## config.mk

```make
export PLATFORM = sky130hd
export DESIGN_NAME = alu_issue
export DESIGN_NICKNAME = d
export VERILOG_FILES = /design/src/rtl/alu_pkg.sv /design/src/rtl/alu_op_decode.sv /design/src/rtl/alu_issue.sv
export SDC_FILE = /design/constraint.sdc
export NUM_CORES = 1
export LEC_CHECK = 0
export BUFFER_PORTS_ARGS = -buffer_cell sky130_fd_sc_hd__buf_2
export CAP_MARGIN = 25
export CORE_ASPECT_RATIO = 1.25
export CORE_UTILIZATION = 25
export DETAILED_ROUTE_END_ITERATION = 16
export PLACE_DENSITY_LB_ADDON = 0.25
export REMOVE_ABC_BUFFERS = 1
export SLEW_MARGIN = 20
export SYNTH_ARGS = -nofsm -noshare
export SYNTH_HDL_FRONTEND = slang
export SYNTH_SLANG_ARGS = --single-unit
```

## constraint.sdc

```tcl
create_clock -name clk -period 2.48 [get_ports clk]
set_input_delay 0.496 -clock clk [delete_from_list [all_inputs] [get_ports clk]]
set_output_delay 0.496 -clock clk [all_outputs]
set_load 0.005 [all_outputs]
```

## src/rtl/alu_pkg.sv

```systemverilog
// alu_pkg: shared types and constants for the ALU issue stage.
//   - alu_op_e : 4-bit ALU Operation codes understood by the downstream alu
//   - OPC_*    : RV32I major opcodes recognised by the decoder
//   - issue_t  : one decoded, issue-ready entry {operation, src_a, src_b, illegal}
//   - f3_alu_op: funct3 -> base ALU op for the register and immediate ALU groups
package alu_pkg;

   localparam int DATA_W = 32;
   localparam int OP_W   = 4;
   localparam int INST_W = 32;

   typedef enum logic [OP_W-1:0] {
      ALU_AND   = 4'b0000,
      ALU_OR    = 4'b0001,
      ALU_ADD   = 4'b0010,
      ALU_SLL   = 4'b0011,
      ALU_XOR   = 4'b0100,
      ALU_SLT   = 4'b0101,
      ALU_SUB   = 4'b0110,
      ALU_SLTU  = 4'b0111,
      ALU_SRL   = 4'b1000,
      ALU_SRA   = 4'b1001,
      ALU_BNE   = 4'b1010,
      ALU_BGE   = 4'b1011,
      ALU_BGEU  = 4'b1100,
      ALU_PASSB = 4'b1101,
      ALU_BEQ   = 4'b1110
   } alu_op_e;

   localparam logic [6:0] OPC_OP     = 7'b0110011;
   localparam logic [6:0] OPC_OP_IMM = 7'b0010011;
   localparam logic [6:0] OPC_LOAD   = 7'b0000011;
   localparam logic [6:0] OPC_STORE  = 7'b0100011;
   localparam logic [6:0] OPC_BRANCH = 7'b1100011;
   localparam logic [6:0] OPC_LUI    = 7'b0110111;
   localparam logic [6:0] OPC_AUIPC  = 7'b0010111;
   localparam logic [6:0] OPC_JAL    = 7'b1101111;
   localparam logic [6:0] OPC_JALR   = 7'b1100111;

   // funct7 values: base encoding, and the alternate one that selects SUB/SRA
   localparam logic [6:0] F7_BASE = 7'b0000000;
   localparam logic [6:0] F7_ALT  = 7'b0100000;

   typedef struct packed {
      alu_op_e             operation;
      logic [DATA_W-1:0]   src_a;
      logic [DATA_W-1:0]   src_b;
      logic                illegal;
   } issue_t;

   // Base mapping shared by register and immediate forms; SUB/SRA are
   // selected separately by funct7.
   function automatic alu_op_e f3_alu_op(input logic [2:0] f3);
      alu_op_e op;
      case (f3)
         3'b000:  op = ALU_ADD;
         3'b001:  op = ALU_SLL;
         3'b010:  op = ALU_SLT;
         3'b011:  op = ALU_SLTU;
         3'b100:  op = ALU_XOR;
         3'b101:  op = ALU_SRL;
         3'b110:  op = ALU_OR;
         default: op = ALU_AND;
      endcase
      return op;
   endfunction

endpackage

```

## src/rtl/alu_op_decode.sv

```systemverilog
// alu_op_decode: purely combinational RV32I decode into one ALU issue entry.
//   instr : instruction word
//   rd1   : rs1 value
//   rd2   : rs2 value
//   pc    : instruction address
//   issue : decoded {operation, src_a, src_b, illegal}; undecodable words give
//           {ALU_AND, 0, 0, 1}
module alu_op_decode
   import alu_pkg::*;
(
   input  logic [INST_W-1:0] instr,
   input  logic [DATA_W-1:0] rd1,
   input  logic [DATA_W-1:0] rd2,
   input  logic [DATA_W-1:0] pc,
   output issue_t            issue
);

   logic [6:0]        opcode;
   logic [2:0]        f3;
   logic [6:0]        f7;
   logic [DATA_W-1:0] imm_i;
   logic [DATA_W-1:0] imm_s;
   logic [DATA_W-1:0] imm_u;
   logic [DATA_W-1:0] shamt;
   logic [DATA_W-1:0] link;

   alu_op_e           op;
   logic [DATA_W-1:0] a;
   logic [DATA_W-1:0] b;
   logic              bad;

   // rd is not needed to form ALU operands
   logic unused_rd;
   assign unused_rd = ^instr[11:7];

   assign opcode = instr[6:0];
   assign f3     = instr[14:12];
   assign f7     = instr[31:25];
   assign imm_i  = {{(DATA_W-12){instr[31]}}, instr[31:20]};
   assign imm_s  = {{(DATA_W-12){instr[31]}}, instr[31:25], instr[11:7]};
   assign imm_u  = {instr[31:12], 12'b0};
   assign shamt  = {{(DATA_W-5){1'b0}}, instr[24:20]};
   assign link   = pc + DATA_W'(4);

   always_comb begin
      // NOTE: every variable written here gets a default first so no path
      // leaves it unassigned, which would otherwise infer a latch.
      op  = ALU_AND;
      a   = '0;
      b   = '0;
      bad = 1'b0;

      case (opcode)
         OPC_OP: begin
            a  = rd1;
            b  = rd2;
            op = f3_alu_op(f3);
            if (f7 == F7_ALT && f3 == 3'b000)      op  = ALU_SUB;
            else if (f7 == F7_ALT && f3 == 3'b101) op  = ALU_SRA;
            else if (f7 != F7_BASE)                bad = 1'b1;
         end

         OPC_OP_IMM: begin
            a  = rd1;
            b  = imm_i;
            op = f3_alu_op(f3);
            // Shifts take a 5-bit shamt and keep funct7 as an opcode extension
            if (f3 == 3'b001 || f3 == 3'b101) begin
               b = shamt;
               if (f7 == F7_ALT && f3 == 3'b101) op  = ALU_SRA;
               else if (f7 != F7_BASE)           bad = 1'b1;
            end
         end

         OPC_LOAD: begin
            op = ALU_ADD;
            a  = rd1;
            b  = imm_i;
         end

         OPC_STORE: begin
            op = ALU_ADD;
            a  = rd1;
            b  = imm_s;
         end

         OPC_BRANCH: begin
            a = rd1;
            b = rd2;
            case (f3)
               3'b000:  op  = ALU_BEQ;
               3'b001:  op  = ALU_BNE;
               3'b100:  op  = ALU_SLT;
               3'b101:  op  = ALU_BGE;
               3'b110:  op  = ALU_SLTU;
               3'b111:  op  = ALU_BGEU;
               default: bad = 1'b1;
            endcase
         end

         OPC_LUI: begin
            op = ALU_PASSB;
            b  = imm_u;
         end

         OPC_AUIPC: begin
            op = ALU_ADD;
            a  = pc;
            b  = imm_u;
         end

         // Jumps only produce the link value here; the target is formed elsewhere
         OPC_JAL: begin
            op = ALU_PASSB;
            b  = link;
         end

         OPC_JALR: begin
            op = ALU_PASSB;
            b  = link;
            if (f3 != 3'b000) bad = 1'b1;
         end

         default: bad = 1'b1;
      endcase

      // Undecodable words still issue, but with neutral operands
      issue.illegal   = bad;
      issue.operation = bad ? ALU_AND : op;
      issue.src_a     = bad ? '0 : a;
      issue.src_b     = bad ? '0 : b;
   end

endmodule

```

## src/rtl/alu_issue.sv

```systemverilog
// alu_issue: registered decode-and-issue stage in front of the ALU.
// Decoded entries pass through a 2-entry skid buffer (main drives outputs,
// skid catches one extra entry) so that in_ready is a pure register output.
//   clk, rst_n           : clock, asynchronous active-low reset
//   in_valid / in_ready  : upstream handshake; in_ready = ~skid_full
//   Instr, RD1, RD2, PC  : instruction and operands
//   out_valid / out_ready: downstream (ALU) handshake
//   SrcA, SrcB, Operation: registered ALU operands and op code
//   illegal              : issued entry could not be decoded
module alu_issue
   import alu_pkg::*;
#(
   parameter int DATA_WIDTH    = 32,
   parameter int OPCODE_LENGTH = 4,
   parameter int INST_WIDTH    = 32
) (
   input  logic                     clk,
   input  logic                     rst_n,
   input  logic                     in_valid,
   output logic                     in_ready,
   input  logic [INST_WIDTH-1:0]    Instr,
   input  logic [DATA_WIDTH-1:0]    RD1,
   input  logic [DATA_WIDTH-1:0]    RD2,
   input  logic [DATA_WIDTH-1:0]    PC,
   output logic                     out_valid,
   input  logic                     out_ready,
   output logic [DATA_WIDTH-1:0]    SrcA,
   output logic [DATA_WIDTH-1:0]    SrcB,
   output logic [OPCODE_LENGTH-1:0] Operation,
   output logic                     illegal
);

   issue_t dec;
   issue_t main_q;
   issue_t skid_q;
   logic   main_valid;
   logic   skid_full;
   logic   accept;
   logic   consume;

   alu_op_decode u_decode (
      .instr (Instr),
      .rd1   (RD1),
      .rd2   (RD2),
      .pc    (PC),
      .issue (dec)
   );

   assign accept  = in_valid & ~skid_full;
   assign consume = main_valid & out_ready;

   // NOTE: sequential state uses non-blocking assignments so every register
   // samples the pre-edge values, independent of statement order.
   always_ff @(posedge clk or negedge rst_n) begin
      // NOTE: the entry registers are reset too, because the outputs they
      // drive must read as zero while in reset.
      if (!rst_n) begin
         main_q     <= '0;
         skid_q     <= '0;
         main_valid <= 1'b0;
         skid_full  <= 1'b0;
      end else begin
         if (consume && skid_full) begin
            // in_ready was low, so nothing can arrive this cycle
            main_q    <= skid_q;
            skid_full <= 1'b0;
         end else if (accept && (!main_valid || consume)) begin
            main_q     <= dec;
            main_valid <= 1'b1;
         end else if (accept) begin
            skid_q    <= dec;
            skid_full <= 1'b1;
         end else if (consume) begin
            main_valid <= 1'b0;
         end
      end
   end

   assign in_ready  = ~skid_full;
   assign out_valid = main_valid;
   assign Operation = main_q.operation;
   assign SrcA      = main_q.src_a;
   assign SrcB      = main_q.src_b;
   assign illegal   = main_q.illegal;

endmodule

```

==> results of run 1 <==
==> worst max path at each step <==
stage,slack (ns),endpoint
after floorplan,-1.55,SrcB[4]
after global placement,0.02,SrcA[9]
after detailed placement,0.03,skid_q[28]
after CTS,0.47,skid_q[28]
after global routing,0.27,skid_q[67]
final,0.43,SrcB[30]
==> worst reg2reg max path, stage by stage (launching register included) <==
cell     delay (ns)
dfrtp_1        0.40
inv_1          0.09
nand2_1        0.09
nor2_1         0.32
nor2_4         0.08
buf_12         0.24
a22o_1         0.22
a31o_2         0.20
==> metal layers <==
layer / vias to the layer above / share of wire
met3: 41 / 0.058
met2: 287 / 0.47
met5: - / 0.0010
li1: 3454 / -
met4: 4 / 0.024
met1: 3694 / 0.45
==> cells in the final DEF, fill, tap and decap left out, types with 4 or more instances in the layout <==
cell type	count
and3_1	4
nor4_1	7
nor3_1	41
xnor2_1	13
clkbuf_16	17
buf_2	201
dfrtp_1	140
a221o_1	53
nand4_1	9
buf_12	11
o21ai_0	71
nand2_1	95
and4_1	4
buf_4	53
or3_1	7
clkinvlp_4	5
nor2_1	23
inv_1	6
xor2_1	9
a21oi_1	27
nand3_1	11
o21ai_1	9
mux2i_1	4
o31ai_1	44
a22oi_1	71
nand2b_1	5
==> synthesized netlist by cell type (4+ instances only) <==
library cell / instances
nand4_1: 9
buf_2: 22
nor2_1: 24
nor3_1: 41
xnor2_1: 13
o21ai_1: 9
o21ai_0: 71
a22oi_1: 71
a21oi_1: 28
nor4_1: 7
nand3_1: 11
clkbuf_1: 40
and4_1: 4
o31ai_1: 44
nand2_1: 97
or3_1: 7
inv_1: 6
and3_1: 5
mux2i_1: 4
a221o_1: 53
xor2_1: 9
nand2b_1: 5
dfrtp_1: 140
==> layout make-up <==
| type | instances | area [sq um] | area share |
|---|---|---|---|
| Antenna cell | 3 | 7.507 | 0.0007524 |
| Clock buffer | 19 | 442.9 | 0.04439 |
| Clock inverter | 13 | 167.7 | 0.01680 |
| Inverter | 6 | 22.52 | 0.002257 |
| Multi-Input combinational cell | 569 | 3702 | 0.3711 |
| Sequential cell | 140 | 3503 | 0.3511 |
| Tap cell | 396 | 495.5 | 0.04966 |
| Timing Repair Buffer | 266 | 1635 | 0.1639 |
==> registers in the layout, summed over array words and instances, names as in the netlist <==
name,flops
skid_q,69
SrcA,32
SrcB,32
Operation,4
illegal,1
out_valid,1
skid_full,1
==> power breakdown <==
group / switching, mW / internal (mW)
Combinational: 0.293 / 0.186
Clock: 1.07 / 1.61
Sequential: 0.00155 / 2.29
==> stage by stage <==
step | utilization | std cells | TNS [ns] | hold WS [ns] | instance area, sq um
floorplan | - | 715 | -132.01 | 0.2004 | 7198
global placement | 0.3180 | 1377 | 0 | 0.4601 | 9359
detailed placement | 0.3180 | 1377 | 0 | 0.4662 | 9359
CTS | 0.3388 | 1409 | 0 | 0.07137 | 9970
global route | 0.3389 | 1411 | 0 | 0.07844 | 9975
finish | 0.3390 | 1412 | 0 | 0.04943 | 9977
==> cell families after synthesis <==
family	count (synthesis)	synth area share
AOI/OAI and AO/OA	305	0.2926
and+or+nand+nor	235	0.1595
DFF	140	0.4652
buffers and inverters	78	0.04718
xor gates and xnor gates	22	0.02559
muxes	6	0.008307
adders and majority gates	1	0.001661
==> results.json, run 1 <==
{
  "hp-class": "in -> async",
  "met2_usage": 0.3110,
  "required_ns": 2.81,
  "timing.slew.headroom": 0.5751,
  "ys_seq_area_frac": 0.4652,
  "rsz0062_at_grt": "no",
  "antenna_found_initial": 4,
  "cp.arrival_ns": 2.38,
  "r2r_cells": 7,
  "fp.dieH_um": 196.1,
  "die_x_um": 157.2,
  "cts_buffers": 17,
  "cp_num_cells": 8,
  "dp_slack_ns": 0.02814,
  "cp-startpoint": "Instr[25]",
  "routabilityCongestion": 0.9001,
  "ys_types": 67,
  "synth_top_area_frac": 0.4652,
  "place_hpwl_mm": 21.66,
  "grt_max_degree": 70,
  "clkLatencyLatePin_ns": 0.44,
  "clock_path_buffers": 2,
  "peakVddDrop_v": 0.0003041,
  "synth_area_leaders": "dfrtp_1 47%, a22oi_1 7.1%, a221o_1 7.0%, nand2_1 4.8%, o21ai_0 4.7%",
  "detailroute.via_count": 7480,
  "grt_pass1_vias": 7095,
  "drtIter0Drc": 524,
  "finClkSkew_ns": 0.01112,
  "grt_overflow_total": 0,
  "fmax_mhz": 487.4,
  "grtUsageMet1": 0.2689,
  "crit_buf_inv": 2,
  "drv_slew": 0,
  "drc_errors": 0,
  "layout_setup_ws_ns": 0.4282,
  "cts_root_buf": "clkbuf_16",
  "htree_levels": 4,
  "cts_tree": "done",
  "syn_avg_cell_area_sq_um": 9.569,
  "synth_warnings": 0,
  "outcome": "completed",
  "slowest_delay_ns": 0.41,
  "drive_gt1_frac": 0.3159,
  "rr_startpoint": "skid_full",
  "wl_per_cell_um": 21.25,
  "area_growth_pct": 32.48,
  "cts_num_sinks": 140,
  "dieArea_sq_um": 30830,
  "crit_path_cell_trace": "buf_2 > nor4_1 > and4_1 > o21a_1 > o21ba_2 > nand2_1 > buf_4 > o21ai_0",
  "rows": 70,
  "grt_pass1_wl_mm": 45.16,
  "crit_path_start_kind": "input pin",
  "ff2ff_setup_slack_ns": 0.73,
  "leakage_nw": 4.455,
  "synth_edf_count": 0,
  "busiest_layer": "met2",
  "post_cts_buffers": 0,
  "grtUsageTotal": 0.1985,
  "cts-hold-fix-buffers": 0,
  "path_class": "in -> reg",
  "route.antenna.remaining_nets": 0,
  "n_fill_cell": 3121,
  "coreArea_sq_um": 29430,
  "totalWireLength_mm": 30.00,
  "p_per_area_nw_per_um2": 546.1,
  "grt_use_met3": 0.04285,
  "layout.nets": 1133,
  "ys.flop_type": "dfrtp_1",
  "cap_violations": 0,
  "crit_path_end_kind": "flip-flop",
  "firstDrtPassIters": 5,
  "finalHoldViolations": 0,
  "yosysTopAreaCell": "dfrtp_1",
  "critPathMaxFanout": 13,
  "fin_crit_sh": 0.8273,
  "setup_viol": 0,
  "cts.repair.resized": 0,
  "synth-seq-cells": 140,
  "timing.rr.end": "SrcB[4]",
  "slowest_stage": "o21ba_2",
  "cp_top_family": "compound AO/OA/AOI/OAI gates",
  "syn_inst": 787,
  "fin_crit_ns": 2.052,
  "via_per_inst": 5.297,
  "portBuffers": 202,
  "finalPower_mw": 5.449,
  "start_util": 0.2559,
  "netlist_area_sq_um": 7531,
  "io_pins": 203,
  "worstMarginPinSlew_ns": 0.6373,
  "clk_pin_slew_ns": 0.06,
  "async_reset_ff_frac": 1.000
}
Power figures use the tool's default switching activity.
==> run 2: changes to the inputs <==
clock period = 1.9 ns   (was 2.48 ns; I/O delays follow)
==> run 2 against run 1 <==
Core utilization grew 3.0 points. Sequential cell count is the same. Worst hold slack gained 0.18 ns. Clock-buffer cell count up 2. Largest power group unchanged. Sequential power rose by 31%. Global-route usage rose by 0.94 points. Setup slack lost 0.38 ns. Non-clock buffer count is 85 higher. Clock power up 44%.
==> results.json, run 2 (synthesis gave the netlist of run 1 again) <==
{
  "outcome": "completed",
  "route.antenna.remaining_nets": 0,
  "clkLatencyLatePin_ns": 0.43,
  "cts_buffers": 17,
  "timing.slew.headroom": 0.6896,
  "crit_path_start_kind": "input pin",
  "cp-startpoint": "Instr[3]",
  "start_util": 0.2559,
  "rsz0062_at_grt": "yes",
  "cap_violations": 0,
  "hold_depth": 3,
  "cts_tree": "done",
  "grtUsageTotal": 0.2080,
  "rr_startpoint": "skid_full",
  "totalWireLength_mm": 31.27,
  "drive_gt1_frac": 0.3716,
  "rows": 70,
  "ff2ff_setup_slack_ns": 0.20,
  "io_pins": 203,
  "grt_pass1_vias": 7743,
  "timing.rr.end": "SrcB[4]",
  "via_per_inst": 5.156,
  "leakage_nw": 4.957,
  "coreArea_sq_um": 29430,
  "fmax_mhz": 540.2,
  "clk_pin_slew_ns": 0.06,
  "die_x_um": 157.2,
  "portBuffers": 202,
  "fp.dieH_um": 196.1,
  "place_hpwl_mm": 23.83,
  "peakVddDrop_v": 0.0004251,
  "grt_max_degree": 49,
  "dieArea_sq_um": 30830,
  "layout_commonest_cell": "buf_2",
  "top_register": "skid_q",
  "drc_errors": 0,
  "final_cell_mix": "201 x buf_2, 140 x dfrtp_1, 126 x buf_4",
  "cts_root_buf": "clkbuf_16",
  "detailroute.via_count": 7713,
  "setup_viol": 0,
  "firstDrtPassIters": 5,
  "grt_overflow_total": 0,
  "dp_slack_ns": -0.4831,
  "hp-class": "in -> reg",
  "largest_reg_flops": 69,
  "p_per_area_nw_per_um2": 699.0,
  "finalHoldViolations": 0,
  "endpoint": "SrcA[12]",
  "required_ns": 2.20,
  "antenna_found_initial": 4,
  "fin_crit_sh": 0.9744,
  "worstMarginPinSlew_ns": 0.4644,
  "cp.arrival_ns": 2.16,
  "fin_crit_ns": 1.851,
  "cts_num_sinks": 140,
  "r2r_cells": 7,
  "drv_slew": 0,
  "drtIter0Drc": 556,
  "layout_setup_ws_ns": 0.04870,
  "routabilityCongestion": 0.8561,
  "grt_pass1_wl_mm": 47.20,
  "worst_hold_slack_ns": 0.2269,
  "area_growth_pct": 44.04,
  "finClkSkew_ns": 0.006197,
  "crit_path_end_kind": "flip-flop",
  "finalPower_mw": 7.582,
  "path_class": "in -> reg",
  "layout.nets": 1218,
  "htree_levels": 4,
  "wl_per_cell_um": 20.90,
  "critPathMaxFanout": 27,
  "clock_path_buffers": 2
}
-- run 2: changes by cell type in the layout (fill, tap and decap cells not counted), moves of 2 or more --
cell and change:
clkinvlp_4 -3, buf_12 +10, bufinv_16 +3, clkinv_4 -2
buf_4 +73
-- run 2: how the worst min path moves through the flow --
stage              from      endpoint  slack, ns
6_report       in_valid     out_valid       0.23
5_1_grt        in_valid     out_valid       0.24
4_1_cts        in_valid     out_valid       0.21
3_5_place_dp      rst_n    skid_q[35]       0.33
3_3_place_gp      rst_n    skid_q[35]       0.32
2_1_floorplan     rst_n  Operation[0]       0.08
-- run 2: through the flow --
stage                     TNS (ns)  instance area [sq um]  cells  utilization
after floorplan            -201.36                   7198    715            -
after global placement      -46.83                  10110   1460       0.3435
after detailed placement    -48.60                  10110   1460       0.3435
after CTS                        0                  10810   1493       0.3673
after global routing       -0.6780                  10850   1496       0.3686
final                            0                  10850   1496       0.3686
-- run 2: timing repair --
| item | in CTS | in global routing |
|---|---|---|
| gates resized for setup | 3 | 5 |
| hold endpoints to repair | 34 | 0 |
| endpoints found under the setup margin | 19 | 67 |
| buffers inserted | 0 | 1 |
| hold buffers | 1 | 0 |
| pin swaps | 0 | 3 |
-- run 2: metal layers --
layer | vias up | routed length [um] | global-route usage
li1 | 3630 | - | -
met1 | 3733 | 13910 | 0.2804
met2 | 304 | 14850 | 0.3350
met3 | 42 | 1665 | 0.03269
met4 | 4 | 816 | 0.07371
met5 | - | 27 | 0
-- run 2: worst max-delay path, cell delays in order --
cell      delay [ns]
buf_2           0.10
buf_4           0.16
and4bb_1        0.32
nand3_1         0.12
o21a_1          0.24
o21bai_4        0.24
buf_12          0.22
nor3_1          0.08
a221o_1         0.27
-- run 2: final cells by class --
type                            count  area, sq um
Clock buffer                       21        460.4
Clock inverter                     11        214.0
Antenna cell                        2        5.005
Multi-Input combinational cell    569         3742
Sequential cell                   140         3503
Timing Repair Buffer              351         2405
Fill cell                        3120        18580
Inverter                            6        22.52
Tap cell                          396        495.5
-- run 2: power breakdown --
| part | internal [mW] | leakage, nW | switching (mW) | total, mW |
|---|---|---|---|---|
| combinational | 0.322 | 2.68 | 0.410 | 0.732 |
| clock | 2.53 | 0.323 | 1.33 | 3.86 |
| sequential | 2.99 | 1.95 | 0.00249 | 2.99 |
| total | 5.84 | 4.96 | 1.75 | 7.58 |
